### config.mk
export PLATFORM = sky130hd
export DESIGN_NAME = tdc_capture
export DESIGN_NICKNAME = d
export VERILOG_FILES = /design/src/rtl/tdc_pkg.sv /design/src/rtl/tdc_therm_encoder.sv /design/src/rtl/tdc_capture.sv
export SDC_FILE = /design/constraint.sdc
export NUM_CORES = 1
export LEC_CHECK = 0
export ABC_AREA = 0
export CAP_MARGIN = 10
export CORE_ASPECT_RATIO = 1.5
export CORE_MARGIN = 4
export CORE_UTILIZATION = 44
export DETAILED_ROUTE_END_ITERATION = 10
export PLACE_DENSITY = 0.74
export SYNTH_ARGS = -nofsm -noshare
export SYNTH_HDL_FRONTEND = slang
export SYNTH_HIERARCHICAL = 1
export SYNTH_SLANG_ARGS = --single-unit
### constraint.sdc
create_clock -name clk -period 1.65 [get_ports clk]
set_input_delay 0.4125 -clock clk [delete_from_list [all_inputs] [get_ports clk]]
set_output_delay 0.4125 -clock clk [all_outputs]
set_load 0.05 [all_outputs]
### src/rtl/tdc_pkg.sv
// Shared types and helpers for the TDC launch/capture controller.
package tdc_pkg;

    localparam int TDC_N_DEFAULT = 64;

    typedef enum logic [2:0] {
        ST_IDLE,
        ST_LAUNCH,
        ST_SAMPLE,
        ST_ENCODE,
        ST_HOLD,
        ST_DRAIN
    } tdc_cap_state_t;

    // Width that can hold every count from 0 up to and including n.
    function automatic int tdc_out_w(input int n);
        return $clog2(n) + 1;
    endfunction

endpackage

### src/rtl/tdc_therm_encoder.sv
// Thermometer-to-binary encoder for the TDC tap snapshot.
// TDC_BUBBLE_FIX_EN selects a bubble-tolerant popcount; otherwise a priority encoder.
module tdc_therm_encoder
    import tdc_pkg::*;
#(
    parameter int N     = TDC_N_DEFAULT,
    parameter int OUT_W = tdc_out_w(N)
) (
    input  logic [N-1:0]     therm_i,
    output logic [OUT_W-1:0] count_o
);

`ifdef TDC_BUBBLE_FIX_EN
    // Counting every set tap absorbs isolated bubbles in the code.
    always_comb begin
        count_o = '0;
        for (int i = 0; i < N; i++) begin
            count_o = count_o + OUT_W'(therm_i[i]);
        end
    end
`else
    // The highest set tap wins; later iterations override earlier ones.
    always_comb begin
        count_o = '0;
        for (int i = 0; i < N; i++) begin
            if (therm_i[i]) begin
                count_o = OUT_W'(i + 1);
            end
        end
    end
`endif

endmodule

### src/rtl/tdc_capture.sv
// Launch-and-capture controller: fires the delay line, double-registers the taps,
// encodes them and hands the count downstream. Encoder style set by TDC_BUBBLE_FIX_EN.
module tdc_capture
    import tdc_pkg::*;
#(
    parameter int N     = TDC_N_DEFAULT,
    parameter int OUT_W = tdc_out_w(N)
) (
    input  logic             clk,
    input  logic             rst_n,
    input  logic             start_i,
    output logic             pulse_o,
    input  logic [N-1:0]     taps_i,
    output logic [OUT_W-1:0] meas_o,
    output logic             overflow_o,
    output logic             valid_o,
    input  logic             ready_i,
    output logic             busy_o
);

    tdc_cap_state_t   state;
    logic [N-1:0]     cap1;
    logic [N-1:0]     cap2;
    logic [OUT_W-1:0] enc_count;

    // Only cap2 reaches the encoder; cap1 is allowed to go metastable.
    tdc_therm_encoder #(
        .N     (N),
        .OUT_W (OUT_W)
    ) u_encoder (
        .therm_i (cap2),
        .count_o (enc_count)
    );

    always_ff @(posedge clk or negedge rst_n) begin
        if (!rst_n) begin
            state      <= ST_IDLE;
            cap1       <= '0;
            cap2       <= '0;
            pulse_o    <= 1'b0;
            meas_o     <= '0;
            overflow_o <= 1'b0;
            valid_o    <= 1'b0;
            busy_o     <= 1'b0;
        end else begin
            case (state)
                ST_IDLE: begin
                    if (start_i) begin
                        pulse_o <= 1'b1;
                        busy_o  <= 1'b1;
                        state   <= ST_LAUNCH;
                    end
                end
                ST_LAUNCH: begin
                    cap1  <= taps_i;
                    state <= ST_SAMPLE;
                end
                ST_SAMPLE: begin
                    cap2  <= cap1;
                    state <= ST_ENCODE;
                end
                ST_ENCODE: begin
                    meas_o     <= enc_count;
                    overflow_o <= cap2[N-1];
                    valid_o    <= 1'b1;
                    pulse_o    <= 1'b0;
                    state      <= ST_HOLD;
                end
                ST_HOLD: begin
                    if (valid_o && ready_i) begin
                        valid_o <= 1'b0;
                        state   <= ST_DRAIN;
                    end
                end
                ST_DRAIN: begin
                    // Stay here until the line has emptied so the next launch starts clean.
                    cap1 <= taps_i;
                    cap2 <= cap1;
                    if (cap2 == '0) begin
                        busy_o <= 1'b0;
                        state  <= ST_IDLE;
                    end
                end
                default: begin
                    pulse_o <= 1'b0;
                    valid_o <= 1'b0;
                    busy_o  <= 1'b0;
                    state   <= ST_IDLE;
                end
            endcase
        end
    end

endmodule

==> out/results.ini <==
[outcome]
status=finished, violations left
violations=negative setup slack

[yosys]
syn-num-nets=554
synth-edff-count=0
syn_inst=486
synth-warning-count=6
synthesis.area_sq_um=6350
async_flop_share_pct=100
synth-simple-area-share_pct=9.98
synth_area_per_cell_sq_um=13.1
synth_compound_area_share_pct=6.66
synth.area.mux_share_pct=24.1
synth_cell_types=47
ys_seq_area_share_pct=56.0
synth_seq_cells=142
synthFlopType=dfrtp_1
synth_top_family_by_area=multiplexers
synth-adder-area-share_pct=0
synth-xor-area-share_pct=0.138

[timing]
maxSlewViolCount=0
finalHoldViolations=0
maxSlewHeadroom_pct=68.7
tightest_slew_ps=469
min_period_over_period_pct=110
period_minus_slack_ps=1810
setup_ws_ps=-164
setup_viol=8
fin_skew_ps=7.42
max_freq_ghz=0.551
rsz0062_at_grt=true

[critical_path]
crit_fanout=4
critPathArrivalTime_ps=2170
startpoint_type=flop
slowest_stage=a2111oi_1
rr_startpoint=cap2[61]$_DFFE_PN0P_
crit_required_ps=2010
crit_path_end_kind=flop
worstSetupPathType=flop to flop
critical-path-max-stage-delay_ps=440
crit_start=cap2[61]$_DFFE_PN0P_
worst_path_most_repeated_cell=buf_4
crit_path_cell_trace=buf_4, buf_4, a2111oi_1, o211ai_1, a22oi_1, mux2_4

[placed_design]
dpl-instance-area_sq_um=7980
dp_slack_ps=-159
portBuffers=78
place_congestion=0.920
dp.cells=813
place_hpwl_um=11200

[floorplan]
rows=53
dieWidth_um=106
start_util_pct=45.1
core_sq_um=14100
io_pins=79
dieArea_sq_um=16400
die_h_um=155

[clock_tree]
cts_root_buf=clkbuf_16
cts_buffers=17
path_clk_slew_ps=60
insertion_delay_ps=420
clockBufferDepth=2
tritoncts=yes
cts_sinks=142
cts_max_level=4

[detailed_routing]
drt_iter0_markers=141
avgViaCountPerCell=5.48
route.detailed.drc=0
dr.pass1.iters=4
routedWlPerCell_um=19.4
drtAntennaViolNets=0
via_count=4726
wl_um=16800

[layout]
drive_above_1_share_pct=48.1
fillers=1049
final_cell_mix=dfrtp_1 (137), mux2_2 (133), buf_4 (74)
antenna_cells=0
multi_input_area_sq_um=2870
fin_area_sq_um=9120
final_cells=863
final_common_cell=dfrtp_1
syn2layout_area_growth_pct=43.7
nets=726
seq_area_sq_um=3560

[job]
cap_viol_max_count=0

[global_routing]
grt_use_total_pct=20.2
antenna_found_initial=0
grt_pass1_wl_um=25800
grt_pass1_vias=5058
grt-ovfl-total=0
grt_max_degree=40

[worst_hold_path]
hp-class=primary input to asynchronous set/reset pin

[power]
peakVddDrop_mv=0.541
p_leak_uw=0.00376
p_per_area_nw_per_um2=1210

-- state kept, by name, indices dropped and copies added, names as in the netlist --
register / flops
cap1: 64
cap2: 64
meas_o: 7
state: 3
busy_o: 1
overflow_o: 1
pulse_o: 1
valid_o: 1
-- critical path: cells and delay by family, from the launching register on --
kind / cells / cell delay, ps
mux: 1 / 170
flops: 1 / 410
compound gates: 3 / 890
buf+inv: 2 / 290
-- metrics by stage --
step           total power (uW)  util (%)  TNS, ps  hold slack (ps)
6_report                  11000      64.9     -671              480
5_1_grt                   11500      64.9    -1310              483
4_1_cts                   10800      62.7     -715              478
3_5_place_dp               6700      56.8    -2000              348
3_3_place_gp               6630      56.8     -782              345
2_1_floorplan              5570         -     -146              117
-- logic make-up after synthesis --
group | count (synthesis)
flops | 142
xor+xnor | 1
compound gates | 60
mux | 136
simple gates | 117
buf+inv | 30
-- path summary, 6_finish.rpt --
kind	to	slack [ps]	cells after the start
max reg2reg	meas_o[0]$_DFFE_PN0P_	-160	6
max in group asynchronous	cap1[32]$_DFFE_PN0P_	640	3
max	meas_o[0]$_DFFE_PN0P_	-160	6
min in group clk	state[1]$_DFFE_PN0P_	480	1
min reg2reg	state[1]$_DFFE_PN0P_	480	1
min	cap1[53]$_DFFE_PN0P_	480	2
-- synthesized netlist by cell type (all sizes together) (2+ instances only) --
master,number,area (sq um)
dfrtp,142,3550
o311ai,3,26.3
nor4,27,175
a31oi,3,18.8
mux2,136,1530
o21bai,4,30.0
nand2,13,48.8
and3,2,12.5
nor2b,8,50.1
a221o,2,20.0
nand2b,6,45.0
o211ai,5,37.5
o31a,3,26.3
buf,18,151
or3,4,25.0
o2111ai,3,32.5
nor3,8,40.0
nor2,35,134
a21oi,17,85.1
nor4b,2,17.5
o21ai,8,51.3
or4,5,41.3
o31ai,3,22.5
nand4,5,31.3
inv,12,45.0
-- per-layer routing --
layer  track usage, %  up-vias  share of wire [%]
met5                0        -                  0
met1             21.7     2413                 37
met4             8.77        0                3.2
met3             4.44       36                3.4
li1                 -     2154                  -
met2             37.5      123                 56
-- power by group --
| group | switching (uW) | leakage, uW | internal, uW |
|---|---|---|---|
| clock | 1580 | 0.000295 | 2400 |
| sequential | 556 | 0.00165 | 4020 |
| combinational | 1050 | 0.00181 | 1420 |
-- cell type report --
type,instances,share of cell area [%]
timing repair buffer,171,19.7
clock buffer,17,4.66
multi-input combinational,314,31.4
sequential,142,39.0
inverter,12,0.494
tap,192,2.63
clock inverter,15,2.03
-- what timing repair did --
| item | 4_1_cts | 5_1_grt |
|---|---|---|
| endpoints found under the hold margin | 31 | 0 |
| hold buffers | 1 | 0 |
| cloned | 2 | 3 |
| pin swaps | 15 | 15 |
| setup endpoints to repair | 48 | 61 |
| setup buffers | 3 | 9 |
| gates resized for setup | 23 | 41 |
No activity file was read; power rests on OpenSTA's default activity.
